`src/rtl/aes_block_packer_pkg.sv`:
```
// Shared types and constants for the AES plaintext byte-to-block packer.
// Optional PKCS#7 padding helper is used when AES_PACK_PKCS7_EN is defined.
package aes_pkg;

  localparam int AES_BLK_BYTES = 16;

  typedef logic [127:0] aes_blk_t;

  typedef enum logic [1:0] {
    IDLE,
    ISSUE,
    WAIT
  } aes_pack_st_e;

  // Left-aligns the n collected bytes and fills the k = 16-n free bytes with the value k.
  function automatic aes_blk_t pkcs7_pad(aes_blk_t blk, logic [4:0] n);
    logic [4:0] k;
    aes_blk_t   pad;
    k   = 5'(AES_BLK_BYTES) - n;
    pad = '0;
    for (int i = 0; i < AES_BLK_BYTES; i++) begin
      if (i < int'(k)) pad[8*i +: 8] = {3'b000, k};
    end
    return (blk << {k, 3'b000}) | pad;
  endfunction

endpackage

```
`src/rtl/aes_block_packer_if.sv`:
```
// Byte-stream valid/ready channel feeding the AES block packer.
interface aes_block_packer_if;

  logic       s_valid_i;
  logic       s_ready_o;
  logic [7:0] s_data_i;
  logic       s_last_i;

  modport master (
    output s_valid_i,
    output s_data_i,
    output s_last_i,
    input  s_ready_o
  );

  modport slave (
    input  s_valid_i,
    input  s_data_i,
    input  s_last_i,
    output s_ready_o
  );

endinterface

```
`src/rtl/aes_block_packer.sv`:
```
// Packs a plaintext byte stream into 128-bit blocks and issues them to the AES encryptor.
// Define AES_PACK_PKCS7_EN to pad a short final block (flagged by s_last_i) with PKCS#7.
module aes_block_packer
  import aes_pkg::*;
#(
  parameter int WIDTH = 128
) (
  input  logic               clk_i,
  input  logic               rst_n_i,
  aes_block_packer_if.slave  s_if,
  input  logic               enc_busy_i,
  input  logic               enc_done_i,
  output logic [WIDTH-1:0]   plaintext_o,
  output logic               data_valid_o,
  output logic [15:0]        blk_cnt_o
);

  aes_pack_st_e state_q, state_d;
  aes_blk_t     shreg_q, shreg_d;
  aes_blk_t     hold_q, hold_d;
  logic [4:0]   cnt_q, cnt_d;
  logic         hold_full_q, hold_full_d;
  logic [15:0]  blk_cnt_q, blk_cnt_d;

  logic accept, xfer, release_blk, pad_busy;

`ifdef AES_PACK_PKCS7_EN
  logic pad_pend_q, pad_pend_d;
  assign pad_busy = pad_pend_q;
`else
  logic unused_last;
  assign unused_last = s_if.s_last_i;
  assign pad_busy    = 1'b0;
`endif

  assign s_if.s_ready_o = (cnt_q < 5'(AES_BLK_BYTES)) && !pad_busy;
  assign accept         = s_if.s_valid_i && s_if.s_ready_o;
  // hold_full_q is the registered flag, so a block freed this cycle moves up next cycle.
  assign xfer           = (cnt_q == 5'(AES_BLK_BYTES)) && !hold_full_q;
  assign release_blk    = (state_q == WAIT) && enc_done_i;

  // NOTE: every always_comb output gets a default first so no path leaves it unassigned (no latch).
  always_comb begin
    shreg_d = shreg_q;
    cnt_d   = cnt_q;
`ifdef AES_PACK_PKCS7_EN
    pad_pend_d = pad_pend_q;
`endif
    if (accept) begin
      shreg_d = {shreg_q[119:0], s_if.s_data_i};
      cnt_d   = cnt_q + 5'd1;
`ifdef AES_PACK_PKCS7_EN
      if (s_if.s_last_i && (cnt_q < 5'd15)) pad_pend_d = 1'b1;
`endif
    end
`ifdef AES_PACK_PKCS7_EN
    else if (pad_pend_q) begin
      shreg_d    = pkcs7_pad(shreg_q, cnt_q);
      cnt_d      = 5'(AES_BLK_BYTES);
      pad_pend_d = 1'b0;
    end
`endif
    else if (xfer) begin
      cnt_d = '0;
    end
  end

  always_comb begin
    hold_d      = hold_q;
    hold_full_d = hold_full_q;
    blk_cnt_d   = blk_cnt_q;
    if (xfer) begin
      hold_d      = shreg_q;
      hold_full_d = 1'b1;
    end else if (release_blk) begin
      hold_full_d = 1'b0;
    end
    if (release_blk) blk_cnt_d = blk_cnt_q + 16'd1;
  end

  // Leaving IDLE on the transfer itself lets data_valid_o rise the cycle after it.
  always_comb begin
    state_d      = state_q;
    data_valid_o = 1'b0;
    unique case (state_q)
      IDLE:  if (hold_full_q || xfer) state_d = ISSUE;
      ISSUE: begin
        data_valid_o = 1'b1;
        if (enc_busy_i) state_d = WAIT;
      end
      WAIT:  if (enc_done_i) state_d = IDLE;
      default: state_d = IDLE;
    endcase
  end

  // NOTE: sequential state uses non-blocking assignments only, so all registers update together.
  // NOTE: the data registers are reset too, so plaintext_o reads zero and no stale block leaks after reset.
  always_ff @(posedge clk_i) begin
    if (!rst_n_i) begin
      state_q     <= IDLE;
      shreg_q     <= '0;
      hold_q      <= '0;
      cnt_q       <= '0;
      hold_full_q <= 1'b0;
      blk_cnt_q   <= '0;
`ifdef AES_PACK_PKCS7_EN
      pad_pend_q  <= 1'b0;
`endif
    end else begin
      state_q     <= state_d;
      shreg_q     <= shreg_d;
      hold_q      <= hold_d;
      cnt_q       <= cnt_d;
      hold_full_q <= hold_full_d;
      blk_cnt_q   <= blk_cnt_d;
`ifdef AES_PACK_PKCS7_EN
      pad_pend_q  <= pad_pend_d;
`endif
    end
  end

  assign plaintext_o = hold_q;
  assign blk_cnt_o   = blk_cnt_q;

endmodule

```
`src/flat_wrapper.sv`:
```
// flat-port wrapper written by rule: the top's interface ports become plain ports
module aes_block_packer_flat import aes_pkg::*;
#(
  parameter int WIDTH = 128
)
  (clk_i, rst_n_i, enc_busy_i, enc_done_i, plaintext_o, data_valid_o, blk_cnt_o, s_if_s_valid_i, s_if_s_data_i, s_if_s_last_i, s_if_s_ready_o);
  aes_block_packer_if s_if_i ();
  input  logic clk_i;
  input  logic rst_n_i;
  input  logic enc_busy_i;
  input  logic enc_done_i;
  output logic [WIDTH-1:0] plaintext_o;
  output logic data_valid_o;
  output logic [15:0] blk_cnt_o;
  input wire logic [$bits(s_if_i.s_valid_i)-1:0] s_if_s_valid_i;
  input wire logic [$bits(s_if_i.s_data_i)-1:0] s_if_s_data_i;
  input wire logic [$bits(s_if_i.s_last_i)-1:0] s_if_s_last_i;
  output wire logic [$bits(s_if_i.s_ready_o)-1:0] s_if_s_ready_o;
  assign s_if_i.s_valid_i = s_if_s_valid_i;
  assign s_if_i.s_data_i = s_if_s_data_i;
  assign s_if_i.s_last_i = s_if_s_last_i;
  assign s_if_s_ready_o = s_if_i.s_ready_o;
  aes_block_packer #(.WIDTH(WIDTH)) u_core (.clk_i(clk_i), .rst_n_i(rst_n_i), .s_if(s_if_i), .enc_busy_i(enc_busy_i), .enc_done_i(enc_done_i), .plaintext_o(plaintext_o), .data_valid_o(data_valid_o), .blk_cnt_o(blk_cnt_o));
endmodule
```
`config.mk`:
```
export PLATFORM = sky130hd
export DESIGN_NAME = aes_block_packer_flat
export DESIGN_NICKNAME = d
export VERILOG_FILES = /design/src/rtl/aes_block_packer_pkg.sv /design/src/rtl/aes_block_packer_if.sv /design/src/rtl/aes_block_packer.sv /design/src/flat_wrapper.sv
export SDC_FILE = /design/constraint.sdc
export NUM_CORES = 1
export LEC_CHECK = 0
export CAP_MARGIN = 25
export CORE_MARGIN = 4
export CORE_UTILIZATION = 30
export CTS_CLUSTER_SIZE = 12
export DETAILED_ROUTE_END_ITERATION = 6
export SYNTH_ARGS = -nofsm -noshare
export SYNTH_HDL_FRONTEND = slang
export SYNTH_SLANG_ARGS = --single-unit
```
`constraint.sdc`:
```
create_clock -name clk_i -period 4.8 [get_ports clk_i]
set_input_delay 0.48 -clock clk_i [delete_from_list [all_inputs] [get_ports clk_i]]
set_output_delay 0.48 -clock clk_i [all_outputs]
set_load 0.02 [all_outputs]
```
==> flow_summary.html, run 1 <==
<table>
<tr><th>Metric</th><th>Value</th></tr>
<tr><th colspan="2">Layout</th></tr>
<tr><td>Post-layout instance count excluding filler cells</td><td>1811</td></tr>
<tr><td>Signed area change from the synthesized netlist to the final layout</td><td>30.9%</td></tr>
<tr><td>Utilization of the core after routing</td><td>40.1%</td></tr>
<tr><td>Count of fill cells added during filler insertion</td><td>3304</td></tr>
<tr><td>Area occupied by registers</td><td>5610 sq um</td></tr>
<tr><td>Post-route design area</td><td>12800 sq um</td></tr>
<tr><td>Total area of multi-input combinational cells</td><td>3820 sq um</td></tr>
<tr><td># nets final</td><td>1371</td></tr>
<tr><td>Number of antenna cells inserted</td><td>0</td></tr>
<tr><td>Fraction of final layout cells sized beyond drive strength 1</td><td>5.09%</td></tr>
<tr><th colspan="2">Critical path</th></tr>
<tr><td>Reg2Reg Launch Point</td><td>u_core.cnt_q[0]$_SDFFE_PN0P_</td></tr>
<tr><td>Worst stage delay on the critical path</td><td>490 ps</td></tr>
<tr><td>Data required time of the critical path</td><td>5270 ps</td></tr>
<tr><td>Worst path cell trace</td><td>inv_1, ha_1, nand2_1, or4_4, buf_12, buf_4, nand3_1, a21oi_1</td></tr>
<tr><td>Family with the most delay on the worst path</td><td>buffers and inverters</td></tr>
<tr><td>Cell count of the worst reg-to-reg path</td><td>8</td></tr>
<tr><td>CP endpoint kind</td><td>flop</td></tr>
<tr><td>Standard cell with the maximum stage delay on the critical path</td><td>sky130_fd_sc_hd__or4_4</td></tr>
<tr><td>Largest fanout on the critical path</td><td>46</td></tr>
<tr><td>Data arrival time of the critical path</td><td>2860 ps</td></tr>
<tr><td>Count of buffering cells on the critical path with inverters included</td><td>3</td></tr>
<tr><td>Endpoint of the most critical register-to-register path</td><td>u_core.cnt_q[1]$_SDFFE_PN0P_</td></tr>
<tr><td>Nature of the critical path startpoint</td><td>flop</td></tr>
<tr><td>Setup slack, reg-to-reg</td><td>2410 ps</td></tr>
<tr><td>Type of the worst setup path</td><td>flop to flop</td></tr>
<tr><th colspan="2">Die</th></tr>
<tr><td>Standard cell core area</td><td>31900 sq um</td></tr>
<tr><td>Io pins</td><td>160</td></tr>
<tr><td>Overall die area</td><td>35500 sq um</td></tr>
<tr><td>Die Span Y</td><td>188 um</td></tr>
<tr><td>Number of placement rows</td><td>65</td></tr>
<tr><td>Die Span X</td><td>188 um</td></tr>
<tr><td>Effective utilization at floorplan</td><td>30.7%</td></tr>
<tr><th colspan="2">Detailed routing</th></tr>
<tr><td>DRC violations left</td><td>0</td></tr>
<tr><td>WL final</td><td>25.5 mm</td></tr>
<tr><td>First DRT Iteration DRCs</td><td>515</td></tr>
<tr><td>Routed wire per std cell</td><td>14.1 um</td></tr>
<tr><td>TritonRoute pass-1 iters</td><td>5</td></tr>
<tr><td>Via total after detailed routing</td><td>8328</td></tr>
<tr><td>Detailed-route vias per instance</td><td>4.60</td></tr>
<tr><td>Count of nets left with antenna violations after detail routing</td><td>0</td></tr>
<tr><th colspan="2">STA</th></tr>
<tr><td>Post-route setup TNS</td><td>0 ps</td></tr>
<tr><td>Number of max-slew violations in the final report</td><td>0</td></tr>
<tr><td>Fmax</td><td>419 MHz</td></tr>
<tr><td>Skew final</td><td>12.6 ps</td></tr>
<tr><td>Crit path time final</td><td>2390 ps</td></tr>
<tr><td>Setup repair after global routing missed its margin</td><td>false</td></tr>
<tr><td>Number of hold violations in the final report</td><td>0</td></tr>
<tr><td>Final critical-path share of the clock period</td><td>49.7%</td></tr>
<tr><td>Slew Limit Headroom</td><td>43.6%</td></tr>
<tr><td>Pin slew with the least headroom to its limit</td><td>846 ps</td></tr>
<tr><td>Final setup viols</td><td>0</td></tr>
<tr><th colspan="2">Pwr</th></tr>
<tr><td>Power density relative to cell area</td><td>381 nW/um^2</td></tr>
<tr><td>LEAKAGE</td><td>4.10 nW</td></tr>
<tr><td>Power after layout</td><td>0.00487 W</td></tr>
<tr><td>Peak supply drop</td><td>0.000265 V</td></tr>
<tr><th colspan="2">Clocking</th></tr>
<tr><td>Clock tree from TritonCTS</td><td>yes</td></tr>
<tr><td>Number of clock sinks seen by CTS</td><td>280</td></tr>
<tr><td>Clock tree root driver cell</td><td>sky130_fd_sc_hd__clkbuf_16</td></tr>
<tr><td>Longest Clk Path Bufs</td><td>3</td></tr>
<tr><td>Number of H-tree levels</td><td>1</td></tr>
<tr><td>Number of cells upsized or downsized after cts</td><td>0</td></tr>
<tr><td>Clock-pin slew reported for the worst setup and hold paths after clock tree synthesis</td><td>60 ps</td></tr>
<tr><td>Total CTS buffers</td><td>31</td></tr>
<tr><td>CTS Hold Buffers Added</td><td>0</td></tr>
<tr><td>Latest clock arrival within the worst-skew pair</td><td>550 ps</td></tr>
<tr><td>Total setup buffers inserted after CTS</td><td>0</td></tr>
<tr><th colspan="2">Global routing</th></tr>
<tr><td>Wire length of the first global-routing pass</td><td>41.4 mm</td></tr>
<tr><td>Via count of the first global-routing pass</td><td>7874</td></tr>
<tr><td>Overall global routing resource usage</td><td>13.8%</td></tr>
<tr><td>Antenna violations before repair</td><td>0</td></tr>
<tr><td>Overflow left after global routing</td><td>0</td></tr>
<tr><td>Pin count of the biggest net entering global routing</td><td>133</td></tr>
<tr><th colspan="2">Synthesis</th></tr>
<tr><td>Synthesized netlist net count</td><td>1259</td></tr>
<tr><td>Avg Cell Area, Syn</td><td>7.87 sq um</td></tr>
<tr><td>Cell area after technology mapping</td><td>9770 sq um</td></tr>
<tr><td>Cell count after synthesis</td><td>1242</td></tr>
<tr><td>Async set or reset register ratio after synthesis</td><td>0%</td></tr>
<tr><td>Main flop type after synthesis</td><td>sky130_fd_sc_hd__dfxtp_1</td></tr>
<tr><td>Library cells used by synthesis</td><td>32</td></tr>
<tr><td>Number of flops mapped to enable cells by yosys</td><td>0</td></tr>
<tr><td>Synthesis warning total</td><td>0</td></tr>
<tr><td>Sequential fraction of the synthesis area</td><td>57.4%</td></tr>
<tr><td>#FFs+latches synth</td><td>280</td></tr>
<tr><th colspan="2">Hold path</th></tr>
<tr><td>Worst hold path endpoint</td><td>u_core.plaintext_o[66]$_SDFFE_PN0P_</td></tr>
<tr><td>Worst Hold Depth</td><td>2</td></tr>
<tr><td>Worst min-delay path startpoint</td><td>u_core.plaintext_o[66]$_SDFFE_PN0P_</td></tr>
<tr><td>Min-delay worst type</td><td>flop to flop</td></tr>
<tr><th colspan="2">Placed design</th></tr>
<tr><td>Count of buffers inserted at the top-level ports</td><td>158</td></tr>
<tr><td>Routability congestion estimate</td><td>0.800</td></tr>
<tr><td>Cell area after placement</td><td>11700 sq um</td></tr>
<tr><td>Placed instance count</td><td>1755</td></tr>
<tr><td>Final HPWL from detailed placement</td><td>15.7 mm</td></tr>
<tr><th colspan="2">Flow run</th></tr>
<tr><td>Total of max-cap violations</td><td>0</td></tr>
<tr><th colspan="2">Status</th></tr>
<tr><td>Status</td><td>completed</td></tr>
</table>
## report_power, final
group | leakage (nW) | internal (W) | switching (W)
sequential | 2.26 | 0.00233 | 0.00000787
clock | 0.525 | 0.00149 | 0.000935
combinational | 1.32 | 0.0000251 | 0.0000828
## cell type report
class / count / area share, %
clock buffers: 45 / 7.26
clock inverters: 10 / 1.03
inverters: 6 / 0.235
multi-input cells: 865 / 29.9
flip-flops and latches: 280 / 43.8
well taps: 435 / 4.25
repair buffers: 170 / 13.6
## cells in the mapped netlist, types with 3 or more instances
master,number,share of area (%)
sky130_fd_sc_hd__o31ai_1,3,0.23
sky130_fd_sc_hd__nand4_1,6,0.38
sky130_fd_sc_hd__xnor2_1,6,0.54
sky130_fd_sc_hd__nand3_1,4,0.20
sky130_fd_sc_hd__or4_1,4,0.31
sky130_fd_sc_hd__nand2_1,521,20
sky130_fd_sc_hd__ha_1,3,0.38
sky130_fd_sc_hd__o21a_1,3,0.23
sky130_fd_sc_hd__clkbuf_1,86,3.3
sky130_fd_sc_hd__dfxtp_1,280,57
sky130_fd_sc_hd__nor3_1,6,0.31
sky130_fd_sc_hd__buf_1,4,0.15
sky130_fd_sc_hd__xor2_1,5,0.45
sky130_fd_sc_hd__nor2_1,21,0.81
sky130_fd_sc_hd__nor4_1,4,0.26
sky130_fd_sc_hd__a21oi_1,264,14
sky130_fd_sc_hd__inv_1,5,0.19
## routing by layer
layer / wire, um / share of wire [%] / vias up / GRT usage (%)
li1: - / - / 4247 / -
met1: 12400 / 49 / 3884 / 19.5
met2: 11200 / 44 / 162 / 21.5
met3: 1470 / 5.8 / 35 / 3.13
met4: 393 / 1.5 / 0 / 3.00
met5: 0 / 0 / - / 0
## worst min-delay path: cells and delay by family (launching register included)
kind | cells | cell delay, ps
flops | 1 | 300
simple gates | 1 | 50
compound gates | 1 | 50
## cell usage in the layout (no fill, tap or decap), types with 2 or more instances in the layout
master and instances:
sky130_fd_sc_hd__bufinv_16 3, sky130_fd_sc_hd__a21oi_1 264, sky130_fd_sc_hd__o21a_1 3, sky130_fd_sc_hd__clkdlybuf4s50_1 158
sky130_fd_sc_hd__inv_1 5, sky130_fd_sc_hd__or4_1 3, sky130_fd_sc_hd__nor4_1 3, sky130_fd_sc_hd__or3_1 2
sky130_fd_sc_hd__clkbuf_8 10, sky130_fd_sc_hd__clkbuf_1 4, sky130_fd_sc_hd__nand3_1 4, sky130_fd_sc_hd__nand2_1 521
sky130_fd_sc_hd__xor2_1 5, sky130_fd_sc_hd__nand4_1 6, sky130_fd_sc_hd__buf_4 7, sky130_fd_sc_hd__o31ai_1 3
sky130_fd_sc_hd__clkbuf_16 31, sky130_fd_sc_hd__clkinv_2 5, sky130_fd_sc_hd__xnor2_1 6, sky130_fd_sc_hd__ha_1 3
sky130_fd_sc_hd__dfxtp_1 280, sky130_fd_sc_hd__nor2_1 21, sky130_fd_sc_hd__nor3_1 6, sky130_fd_sc_hd__buf_12 5
## worst max path at each step
stage	startpoint	endpoint	slack (ps)	depth (start not counted)
3_5_place_dp	u_core.cnt_q[0]$_SDFFE_PN0P_	u_core.cnt_q[1]$_SDFFE_PN0P_	2230	7
3_3_place_gp	s_if_s_valid_i	u_core.shreg_q[28]$_SDFFE_PN0P_	2050	5
5_1_grt	u_core.cnt_q[0]$_SDFFE_PN0P_	u_core.cnt_q[1]$_SDFFE_PN0P_	2160	8
6_report	u_core.cnt_q[0]$_SDFFE_PN0P_	u_core.cnt_q[1]$_SDFFE_PN0P_	2410	8
4_1_cts	u_core.cnt_q[0]$_SDFFE_PN0P_	u_core.plaintext_o[48]$_SDFFE_PN0P_	2200	7
2_1_floorplan	u_core.blk_cnt_o[3]$_SDFFE_PN0P_	u_core.blk_cnt_o[15]$_SDFFE_PN0P_	2870	5
## flip-flops by register name, indices dropped and copies added (netlist names)
signal,flops
u_core.plaintext_o,128
u_core.hold_full_q,1
u_core.state_q,2
u_core.shreg_q,128
u_core.cnt_q,5
u_core.blk_cnt_o,16
## stage by stage
step                      hold slack, ps  worst slack [ps]
after global placement               442              2050
final                                451              2410
after global routing                 462              2160
after detailed placement             446              2230
after floorplan                      432              2870
after CTS                            452              2200
## cell families after synthesis
group | synth area share (%)
muxes | 0.102
AOI/OAI and AO/OA | 14.2
buffers and inverters | 3.80
adders and majority gates | 0.384
DFF | 57.4
xor gates and xnor gates | 0.986
and+or+nand+nor | 23.2
(Power assumes the default switching activity.)
==> inputs of run 2 (changes only) <==
clock period = 2.3 ns   (was 4.8 ns; I/O delays follow)
==> run 2 against run 1 <==
Against the previous run:
- die area stayed put
- register-to-register slack got worse by 2100 ps
- global-route usage rose by 0.21 points
- clock skew grew 1.6 ps
- total power increased by 100%
- routed wire length rose by 1.1%
- critical endpoint is now data_valid_o
- highest routed layer unchanged
==> flow_summary.html, run 2 (synthesis gave the netlist of run 1 again) <==
<table>
<tr><th>Metric</th><th>Value</th></tr>
<tr><th colspan="2">Status</th></tr>
<tr><td>Status</td><td>completed (unchanged)</td></tr>
<tr><th colspan="2">STA</th></tr>
<tr><td>Crit path time final</td><td>1970 ps</td></tr>
<tr><td>Worst-case hold slack</td><td>243 ps (was 451 ps)</td></tr>
<tr><td>Fmax</td><td>507 MHz</td></tr>
<tr><td>Setup repair after global routing missed its margin</td><td>false (unchanged)</td></tr>
<tr><td>Skew final</td><td>14.2 ps (was 12.6 ps)</td></tr>
<tr><td>Final critical-path share of the clock period</td><td>85.8%</td></tr>
<tr><td>Slew Limit Headroom</td><td>45.5% (was 43.6%)</td></tr>
<tr><td>Post-route setup TNS</td><td>0 ps (unchanged)</td></tr>
<tr><td>Number of hold violations in the final report</td><td>0 (unchanged)</td></tr>
<tr><td>Pin slew with the least headroom to its limit</td><td>818 ps (was 846 ps)</td></tr>
<tr><td>Final setup viols</td><td>0 (unchanged)</td></tr>
<tr><td>Number of max-slew violations in the final report</td><td>0 (unchanged)</td></tr>
<tr><th colspan="2">Global routing</th></tr>
<tr><td>Via count of the first global-routing pass</td><td>7910 (was 7874)</td></tr>
<tr><td>Pin count of the biggest net entering global routing</td><td>129 (was 133)</td></tr>
<tr><td>Wire length of the first global-routing pass</td><td>41.8 mm (was 41.4 mm)</td></tr>
<tr><td>Antenna violations before repair</td><td>0 (unchanged)</td></tr>
<tr><td>Overall global routing resource usage</td><td>14.0% (was 13.8%)</td></tr>
<tr><td>Overflow left after global routing</td><td>0 (unchanged)</td></tr>
<tr><th colspan="2">Critical path</th></tr>
<tr><td>Cell count of the worst reg-to-reg path</td><td>7 (was 8)</td></tr>
<tr><td>Nature of the critical path startpoint</td><td>flop (unchanged)</td></tr>
<tr><td>Worst stage delay on the critical path</td><td>620 ps (was 490 ps)</td></tr>
<tr><td>CP endpoint kind</td><td>output port (was flop)</td></tr>
<tr><td>Worst path cell trace</td><td>nor2b_1, clkdlybuf4s50_1 (was inv_1, ha_1, nand2_1, or4_4, buf_12, buf_4, nand3_1, a21oi_1)</td></tr>
<tr><td>Data arrival time of the critical path</td><td>1740 ps (was 2860 ps)</td></tr>
<tr><td>Type of the worst setup path</td><td>flop to output port (was flop to flop)</td></tr>
<tr><td>Data required time of the critical path</td><td>2070 ps (was 5270 ps)</td></tr>
<tr><td>Largest fanout on the critical path</td><td>6 (was 46)</td></tr>
<tr><td>Setup slack, reg-to-reg</td><td>350 ps (was 2410 ps)</td></tr>
<tr><td>Reg2Reg Launch Point</td><td>u_core.cnt_q[0]$_SDFFE_PN0P_ (unchanged)</td></tr>
<tr><td>Endpoint of the most critical register-to-register path</td><td>u_core.plaintext_o[48]$_SDFFE_PN0P_ (was u_core.cnt_q[1]$_SDFFE_PN0P_)</td></tr>
<tr><td>Standard cell with the maximum stage delay on the critical path</td><td>sky130_fd_sc_hd__clkdlybuf4s50_1 (was sky130_fd_sc_hd__or4_4)</td></tr>
<tr><th colspan="2">Clocking</th></tr>
<tr><td>Total CTS buffers</td><td>30 (was 31)</td></tr>
<tr><td>Clock tree from TritonCTS</td><td>yes (unchanged)</td></tr>
<tr><td>Number of clock sinks seen by CTS</td><td>280 (unchanged)</td></tr>
<tr><td>Latest clock arrival within the worst-skew pair</td><td>540 ps (was 550 ps)</td></tr>
<tr><td>CTS Hold Buffers Added</td><td>0 (unchanged)</td></tr>
<tr><td>Number of H-tree levels</td><td>1 (unchanged)</td></tr>
<tr><td>Clock-pin slew reported for the worst setup and hold paths after clock tree synthesis</td><td>60 ps (about the same)</td></tr>
<tr><td>Number of cells upsized or downsized after cts</td><td>0 (unchanged)</td></tr>
<tr><td>Clock tree root driver cell</td><td>sky130_fd_sc_hd__clkbuf_16 (unchanged)</td></tr>
<tr><td>Total setup buffers inserted after CTS</td><td>0 (unchanged)</td></tr>
<tr><td>Longest Clk Path Bufs</td><td>3 (unchanged)</td></tr>
<tr><th colspan="2">Detailed routing</th></tr>
<tr><td>DRC violations left</td><td>0 (unchanged)</td></tr>
<tr><td>Top routing layer in use</td><td>met4 (unchanged)</td></tr>
<tr><td>Wl on met1</td><td>12.3 mm (was 12.4 mm)</td></tr>
<tr><td>Via total after detailed routing</td><td>8431 (was 8328)</td></tr>
<tr><td>WL final</td><td>25.8 mm (was 25.5 mm)</td></tr>
<tr><td>TritonRoute pass-1 iters</td><td>4 (was 5)</td></tr>
<tr><td>Routed met2 length</td><td>11.7 mm (was 11.2 mm)</td></tr>
<tr><td>Routed met3 length</td><td>1.51 mm (was 1.47 mm)</td></tr>
<tr><td>Detailed-route vias per instance</td><td>4.63 (was 4.60)</td></tr>
<tr><td>Count of nets left with antenna violations after detail routing</td><td>0 (unchanged)</td></tr>
<tr><td>First DRT Iteration DRCs</td><td>477 (was 515)</td></tr>
<tr><td>Routed wire per std cell</td><td>14.2 um (was 14.1 um)</td></tr>
<tr><th colspan="2">Layout</th></tr>
<tr><td>Leading cell types in the layout, fill and taps excluded</td><td>sky130_fd_sc_hd__nand2_1 (521), sky130_fd_sc_hd__dfxtp_1 (280), sky130_fd_sc_hd__a21oi_1 (264) (unchanged)</td></tr>
<tr><td># nets final</td><td>1384 (was 1371)</td></tr>
<tr><td>Number of antenna cells inserted</td><td>0 (unchanged)</td></tr>
<tr><td>Most common cell after layout, fill and taps aside</td><td>sky130_fd_sc_hd__nand2_1 (unchanged)</td></tr>
<tr><td>Fraction of final layout cells sized beyond drive strength 1</td><td>5.63% (was 5.09%)</td></tr>
<tr><td>Signed area change from the synthesized netlist to the final layout</td><td>31.7% (was 30.9%)</td></tr>
<tr><td>Utilization of the core after routing</td><td>40.4% (was 40.1%)</td></tr>
<tr><td>Post-route design area</td><td>12900 sq um (was 12800 sq um)</td></tr>
<tr><th colspan="2">Hold path</th></tr>
<tr><td>Worst Hold Depth</td><td>3 (was 2)</td></tr>
<tr><td>Worst hold path endpoint</td><td>u_core.shreg_q[0]$_SDFFE_PN0P_ (was u_core.plaintext_o[66]$_SDFFE_PN0P_)</td></tr>
<tr><td>Min-delay worst type</td><td>input port to flop (was flop to flop)</td></tr>
<tr><td>Worst min-delay path startpoint</td><td>s_if_s_data_i[0] (was u_core.plaintext_o[66]$_SDFFE_PN0P_)</td></tr>
<tr><th colspan="2">Placed design</th></tr>
<tr><td>Routability congestion estimate</td><td>0.831 (was 0.800)</td></tr>
<tr><td>Count of buffers inserted at the top-level ports</td><td>158 (unchanged)</td></tr>
<tr><td>Final HPWL from detailed placement</td><td>16.4 mm (was 15.7 mm)</td></tr>
<tr><td>Cell area after placement</td><td>11900 sq um (was 11700 sq um)</td></tr>
<tr><th colspan="2">Die</th></tr>
<tr><td>Io pins</td><td>160 (unchanged)</td></tr>
<tr><td>Effective utilization at floorplan</td><td>30.7% (unchanged)</td></tr>
<tr><td>Die Span X</td><td>188 um (unchanged)</td></tr>
<tr><td>Overall die area</td><td>35500 sq um (unchanged)</td></tr>
<tr><td>Number of placement rows</td><td>65 (unchanged)</td></tr>
<tr><td>Die Span Y</td><td>188 um (unchanged)</td></tr>
<tr><td>Standard cell core area</td><td>31900 sq um (unchanged)</td></tr>
<tr><th colspan="2">Flow run</th></tr>
<tr><td>Total of max-cap violations</td><td>0 (unchanged)</td></tr>
<tr><th colspan="2">Pwr</th></tr>
<tr><td>Power after layout</td><td>0.00991 W (was 0.00487 W)</td></tr>
<tr><td>Peak supply drop</td><td>0.000440 V (was 0.000265 V)</td></tr>
<tr><td>LEAKAGE</td><td>4.14 nW (was 4.10 nW)</td></tr>
<tr><td>Power density relative to cell area</td><td>770 nW/um^2 (was 381 nW/um^2)</td></tr>
</table>
-- run 2: per-layer routing --
metal / up-vias / global-route usage [%]
met2: 175 / 22.2
met1: 3956 / 19.6
li1: 4271 / -
met5: - / 0
met4: 0 / 3.05
met3: 29 / 2.96
-- run 2: report_power, final --
part / internal (W) / switching, W / leakage [nW] / total, W
Combinational: 0.0000751 / 0.000180 / 1.40 / 0.000255
Clock: 0.00288 / 0.00189 / 0.482 / 0.00477
Sequential: 0.00487 / 0.0000166 / 2.26 / 0.00488
Total: 0.00782 / 0.00209 / 4.14 / 0.00991
-- run 2: per-stage QoR --
step                      worst slack (ps)  instances
after floorplan                        374       1242
after detailed placement               343       1770
after global placement                 392       1770
after global routing                   145       1820
after CTS                              297       1820
final                                  326       1820
-- run 2: worst max-delay path, delay by kind of cell, from the launching register on --
family / cells / cell delay [ps]
buffers and inverters: 1 / 620
AND/OR/NAND/NOR: 1 / 190
flip-flops: 1 / 390
-- run 2: layout make-up --
| type | count | area [sq um] |
|---|---|---|
| Inverter | 6 | 30.0 |
| Clock buffer | 43 | 891 |
| Tap cell | 435 | 544 |
| Timing Repair Buffer | 184 | 1890 |
| Multi-Input combinational cell | 865 | 3820 |
| Clock inverter | 7 | 87.6 |
| Fill cell | 3274 | 19000 |
| Sequential cell | 280 | 5610 |
-- run 2: worst max-delay path by stage --
stage | start | slack, ps | endpoint | depth (start not counted)
final | u_core.state_q[0]$_SDFFE_PN0P_ | 330 | data_valid_o | 2
after global routing | u_core.cnt_q[0]$_SDFFE_PN0P_ | 140 | u_core.plaintext_o[37]$_SDFFE_PN0P_ | 7
after CTS | u_core.state_q[0]$_SDFFE_PN0P_ | 300 | data_valid_o | 2
after detailed placement | u_core.cnt_q[0]$_SDFFE_PN0P_ | 340 | u_core.plaintext_o[39]$_SDFFE_PN0P_ | 7
after global placement | enc_done_i | 390 | u_core.blk_cnt_o[15]$_SDFFE_PN0P_ | 5
after floorplan | u_core.blk_cnt_o[3]$_SDFFE_PN0P_ | 370 | u_core.blk_cnt_o[15]$_SDFFE_PN0P_ | 5
